[config.mk]
export PLATFORM = sky130hd
export DESIGN_NAME = tbus_arbiter
export DESIGN_NICKNAME = d
export VERILOG_FILES = /design/src/rtl/tbus_arbiter.sv
export SDC_FILE = /design/constraint.sdc
export NUM_CORES = 1
export LEC_CHECK = 0
export BUFFER_PORTS_ARGS = -buffer_cell sky130_fd_sc_hd__buf_4
export CAP_MARGIN = 10
export CORE_AREA = 2 2 306 308
export CTS_BUF_LIST = sky130_fd_sc_hd__clkbuf_16
export CTS_CLUSTER_SIZE = 10
export DETAILED_ROUTE_END_ITERATION = 7
export DIE_AREA = 0 0 308 310
export GPL_TIMING_DRIVEN = 1
export PLACE_DENSITY = 0.38
export SETUP_SLACK_MARGIN = 0.5
export SLEW_MARGIN = 40
export SYNTH_ARGS = -nofsm -noshare
export SYNTH_HDL_FRONTEND = slang
export SYNTH_SLANG_ARGS = --single-unit
export TNS_END_PERCENT = 10
[constraint.sdc]
create_clock -name clock -period 2.3 [get_ports clock]
set_clock_uncertainty 0.2 [all_clocks]
set_input_delay 0.23 -clock clock [delete_from_list [all_inputs] [get_ports clock]]
set_output_delay 0.23 -clock clock [all_outputs]
set_load 0.1 [all_outputs]
[src/rtl/tbus_arbiter.sv]
// Two-requester round-robin arbiter and sequencer for the single tbus port.
// Optional watchdog abort is enabled with the TBUS_ARB_TIMEOUT_EN macro.
//
// state | meaning
// IDLE  | no operation in flight, arbitrate and latch the winning request
// ISSUE | latched request presented on tbus, waiting for tbus_index_ready
// WAIT  | request accepted downstream, waiting for tbus_operation_done
module tbus_arbiter #(
    parameter int ADDR_W         = 64,
    parameter int DATA_W         = 64,
    parameter int MASK_W         = 64,
    parameter int OPTYPE_W       = 2,
    parameter int TIMEOUT_CYCLES = 1024
) (
    input  logic                clock,
    input  logic                reset,

    input  logic                req0_index_valid,
    output logic                req0_index_ready,
    input  logic [ADDR_W-1:0]   req0_index,
    input  logic [DATA_W-1:0]   req0_write_data,
    input  logic [MASK_W-1:0]   req0_write_mask,
    input  logic [OPTYPE_W-1:0] req0_operation_type,
    output logic [DATA_W-1:0]   req0_read_data,
    output logic                req0_operation_done,

    input  logic                req1_index_valid,
    output logic                req1_index_ready,
    input  logic [ADDR_W-1:0]   req1_index,
    input  logic [DATA_W-1:0]   req1_write_data,
    input  logic [MASK_W-1:0]   req1_write_mask,
    input  logic [OPTYPE_W-1:0] req1_operation_type,
    output logic [DATA_W-1:0]   req1_read_data,
    output logic                req1_operation_done,

    output logic                tbus_index_valid,
    input  logic                tbus_index_ready,
    output logic [ADDR_W-1:0]   tbus_index,
    output logic [DATA_W-1:0]   tbus_write_data,
    output logic [MASK_W-1:0]   tbus_write_mask,
    output logic [OPTYPE_W-1:0] tbus_operation_type,
    input  logic [DATA_W-1:0]   tbus_read_data,
    input  logic                tbus_operation_done,

    output logic                timeout_err
);

    typedef enum logic [1:0] {
        IDLE  = 2'd0,
        ISSUE = 2'd1,
        WAIT  = 2'd2
    } state_t;

    if (TIMEOUT_CYCLES < 2 || TIMEOUT_CYCLES > 65536) begin : g_bad_timeout
        $error("tbus_arbiter: TIMEOUT_CYCLES must fit the 16-bit watchdog");
    end

    state_t              state;
    logic                last_grant;
    logic                owner;
    logic [ADDR_W-1:0]   index_q;
    logic [DATA_W-1:0]   write_data_q;
    logic [MASK_W-1:0]   write_mask_q;
    logic [OPTYPE_W-1:0] operation_type_q;

    logic grant_any;
    logic grant_sel;
    logic complete;
    logic abort;
    logic finish;

    // Reset gates the combinational handshakes so every output is 0 while reset is held.
    assign grant_any = !reset && (state == IDLE) && (req0_index_valid || req1_index_valid);
    assign grant_sel = (req0_index_valid && req1_index_valid) ? ~last_grant : req1_index_valid;
    assign complete  = !reset && tbus_operation_done &&
                       (((state == ISSUE) && tbus_index_ready) || (state == WAIT));
    assign finish    = complete || abort;

`ifdef TBUS_ARB_TIMEOUT_EN
    logic [15:0] wd_cnt;

    always_ff @(posedge clock) begin
        if (reset || state == IDLE) begin
            wd_cnt <= '0;
        end else begin
            wd_cnt <= wd_cnt + 16'd1;
        end
    end

    // A real completion in the terminal cycle wins over the abort.
    assign abort = !reset && (state != IDLE) && !complete &&
                   (wd_cnt == 16'(TIMEOUT_CYCLES - 1));
`else
    assign abort = 1'b0;
`endif

    assign timeout_err = abort;

    assign req0_index_ready    = grant_any && !grant_sel;
    assign req1_index_ready    = grant_any && grant_sel;
    assign req0_operation_done = finish && !owner;
    assign req1_operation_done = finish && owner;
    assign req0_read_data      = (complete && !owner) ? tbus_read_data : '0;
    assign req1_read_data      = (complete && owner)  ? tbus_read_data : '0;

    assign tbus_index_valid    = !reset && (state == ISSUE);
    assign tbus_index          = index_q;
    assign tbus_write_data     = write_data_q;
    assign tbus_write_mask     = write_mask_q;
    assign tbus_operation_type = operation_type_q;

    always_ff @(posedge clock) begin
        if (reset) begin
            state            <= IDLE;
            last_grant       <= 1'b1;
            owner            <= 1'b0;
            index_q          <= '0;
            write_data_q     <= '0;
            write_mask_q     <= '0;
            operation_type_q <= '0;
        end else begin
            case (state)
                IDLE: begin
                    if (grant_any) begin
                        owner            <= grant_sel;
                        last_grant       <= grant_sel;
                        index_q          <= grant_sel ? req1_index          : req0_index;
                        write_data_q     <= grant_sel ? req1_write_data     : req0_write_data;
                        write_mask_q     <= grant_sel ? req1_write_mask     : req0_write_mask;
                        operation_type_q <= grant_sel ? req1_operation_type : req0_operation_type;
                        state            <= ISSUE;
                    end
                end
                ISSUE: begin
                    if (finish) begin
                        state <= IDLE;
                    end else if (tbus_index_ready) begin
                        state <= WAIT;
                    end
                end
                WAIT: begin
                    if (finish) begin
                        state <= IDLE;
                    end
                end
                default: state <= IDLE;
            endcase
        end
    end

endmodule

==> impl_metrics.json <==
{
  "placed_cells": 2877,
  "min_period_over_period": 1.16,
  "synthAdderAreaFrac": 0,
  "viasPerCell": 3.94,
  "hold_viol": 0,
  "place_ws_ns": 0.0649,
  "ys_seq_area_frac": 0.433,
  "synth_compound_area_frac": 0.226,
  "rows": 112,
  "antenna_found_initial": 10,
  "drive_above_1_share": 0.492,
  "ant_nets": 0,
  "slew_violations": 0,
  "max_freq_ghz": 0.375,
  "startpoint_type": "flip-flop",
  "areaGrowthSynthToFinish_pct": 155,
  "worstMarginPinSlew_ns": 0.775,
  "synthMuxAreaShare": 0,
  "cts_root_buffer": "clkbuf_16",
  "hold_ws_ns": 0.0758,
  "synth_xor_area_frac": 0,
  "drt_pre_antenna_iters": 5,
  "cts_tree": "done",
  "place_congestion": 0.842,
  "cp-end-kind": "output port",
  "p_per_area_nw_per_um2": 551,
  "dpl.hpwl_um": 48400,
  "synth_top_area_cell": "dfxtp_1",
  "path_delay_family": "buffers and inverters",
  "wl_per_cell_um": 20.3,
  "fp.dieW_um": 308,
  "cap_violations": 0,
  "synth_nets": 1431,
  "worst_slack_ns": -0.368,
  "critPathKind": "flip-flop to output port",
  "rrSetupSlack_ns": 0.16,
  "nFillCells": 9779,
  "overflow": 0,
  "vdd_ir_drop_max_mv": 0.618,
  "rsz0062_at_grt": "true",
  "syn-instance-count": 973,
  "cp_cell_sequence": "nand3b_1 -> buf_4 -> a211oi_4 -> buf_12 -> and2_2 -> buf_12",
  "status": "complete, but fails checks",
  "p_total_w": 0.0129,
  "period_needed_ns": 2.67,
  "cp_common_cell": "buf_12",
  "fin_nets": 2564,
  "multi_input_area_um2": 4870,
  "yosys.area_share.simple": 0.260,
  "port_buffers": 784,
  "grt_max_degree": 76,
  "slew-limit-headroom": 0.484,
  "coreArea_um2": 92500,
  "grt_usage": 0.134,
  "setup_viol": 131,
  "route.detailed.drc": 0,
  "htree_levels": 4,
  "drt-total-wl_um": 67500,
  "routed-wl-met2_um": 32500,
  "cts_sinks": 198,
  "clock_latency_ns": 0.52,
  "cp_max_fo": 65,
  "die-area_um2": 95500,
  "p_leak_nw": 10.4,
  "path_buf_inv": 3,
  "cts_buffers": 17,
  "grt_pass1_vias": 13455,
  "slowest_delay_ns": 0.36,
  "topRoutingLayerUsed": "met5",
  "hold_class": "primary input to flip-flop",
  "crit_slowest_cell": "dfxtp_4",
  "dr_wl_met3_um": 5970,
  "synth_top_area_share": 0.433,
  "critPathRequiredTime_ns": 1.87,
  "clockBufferDepth": 2,
  "die_h_um": 310,
  "clkTransAtPathRegs_ns": 0.09,
  "grt_pass1_wl_um": 92300,
  "syn_area_um2": 9160,
  "ys_warn_count": 0,
  "wl_met1_um": 26300,
  "crit_arrival_ns": 2.24,
  "synthDistinctLibCells": 29,
  "violations": "setup timing",
  "start_util": 0.0990,
  "postSynthAreaPerCell_um2": 9.41,
  "regArea_um2": 3970,
  "instances_no_fill": 3319,
  "synth_top_family_by_area": "simple AND/OR/NAND/NOR gates",
  "ios": 786,
  "ys_ff_latch": 198,
  "netlist_top_cells_area": "dfxtp_1 (43%), a221o_1 (15%), and3_1 (9.5%)",
  "vias": 13064,
  "first_iter_violations": 799
}
[report_power, final]
| group | leakage [nW] | switching [W] | total, W | internal, W |
|---|---|---|---|---|
| registers | 1.63 | 0.000206 | 0.00395 | 0.00374 |
| logic | 8.44 | 0.00377 | 0.00570 | 0.00193 |
| clock network | 0.284 | 0.00175 | 0.00320 | 0.00146 |
[placed cells by master (no fill, tap or decap), drive strengths merged, types with 2 or more instances in the layout]
| cell | synthesis | final |
|---|---|---|
| clkbuf | 70 | 17 |
| or2 | 2 | 2 |
| dfxtp | 198 | 198 |
| a221o | 138 | 138 |
| dlygate4sd3 | 0 | 390 |
| a211oi | 4 | 4 |
| o21ai | 56 | 56 |
| nand4 | 56 | 56 |
| nand3 | 56 | 56 |
| clkinv | 0 | 5 |
| a31oi | 56 | 56 |
| nand2b | 3 | 3 |
| and2 | 129 | 129 |
| inv | 1 | 10 |
| buf | 55 | 848 |
| diode | 0 | 3 |
| and3 | 139 | 139 |
[path summary, 6_finish.rpt]
check / startpoint / to / cells past startpoint
max reg2reg: state[1] / tbus_index[24] / 5
min: reset / state[1] / 3
min reg2reg: tbus_index[41] / tbus_index[41] / 1
max: state[1] / req1_read_data[42] / 6
[state kept, by name (all words and copies together) (netlist names)]
register	flops
tbus_index	64
tbus_write_data	64
tbus_write_mask	64
state	2
tbus_operation_type	2
last_grant	1
owner	1
[cell usage after synthesis]
library cell  count
a31oi_1          56
buf_6            28
o21ai_1          11
a211o_1           1
or2_4             1
o21ai_0          45
nor2_1            1
buf_4             9
nand3b_1          1
nor3b_1           1
inv_1             1
o21ba_1           1
a211oi_1          4
dfxtp_1         198
a21boi_1          1
clkbuf_1         70
conb_1            1
a221o_1         138
nand4_1          56
nand3_1          56
and3_1          139
and2_1          129
buf_1             2
or3b_2            1
buf_2            16
or2_1             1
nand2b_1          3
nor3_2            1
a21oi_1           1
[cell families after synthesis]
group,Yosys count
other,1
DFF,198
buffers and inverters,126
AOI/OAI and AO/OA,258
and+or+nand+nor,390
[metal layers]
layer / vias to the layer above / global-route usage
met5: - / 0
met2: 588 / 0.220
met1: 6363 / 0.151
li1: 6014 / -
met4: 6 / 0.0639
met3: 93 / 0.0529
[through the flow]
step / utilization / setup TNS [ns] / cell area (um^2)
2_1_floorplan: - / 0 / 9410
3_3_place_gp: 0.180 / 0 / 16600
3_5_place_dp: 0.180 / 0 / 16600
4_1_cts: 0.250 / -52.83 / 23100
5_1_grt: 0.252 / -60.04 / 23300
6_report: 0.252 / -43.38 / 23300
[tightest hold or removal path, cell delays in order]
cell and delay, ns:
buf_4 0.15, dlymetal6s4s_1 0.30, a211oi_1 0.07
[what timing repair did]
action | 4_1_cts | 5_1_grt
pin swaps | 175 | 175
buffers inserted | 8 | 3
endpoints found under the setup margin | 329 | 328
hold buffers | 390 | 1
endpoints found under the hold margin | 197 | 1
resized for setup | 439 | 45
gates cloned | 5 | 0
[final cells by class]
cell class	count	area share
multi-input cells	649	0.209
inverters	1	0.000161
flip-flops and latches	198	0.170
repair buffers	1239	0.531
clock buffers	17	0.0182
diodes	3	0.000322
clock inverters	15	0.00655
well taps	1197	0.0642
(Power assumes the default switching activity.)
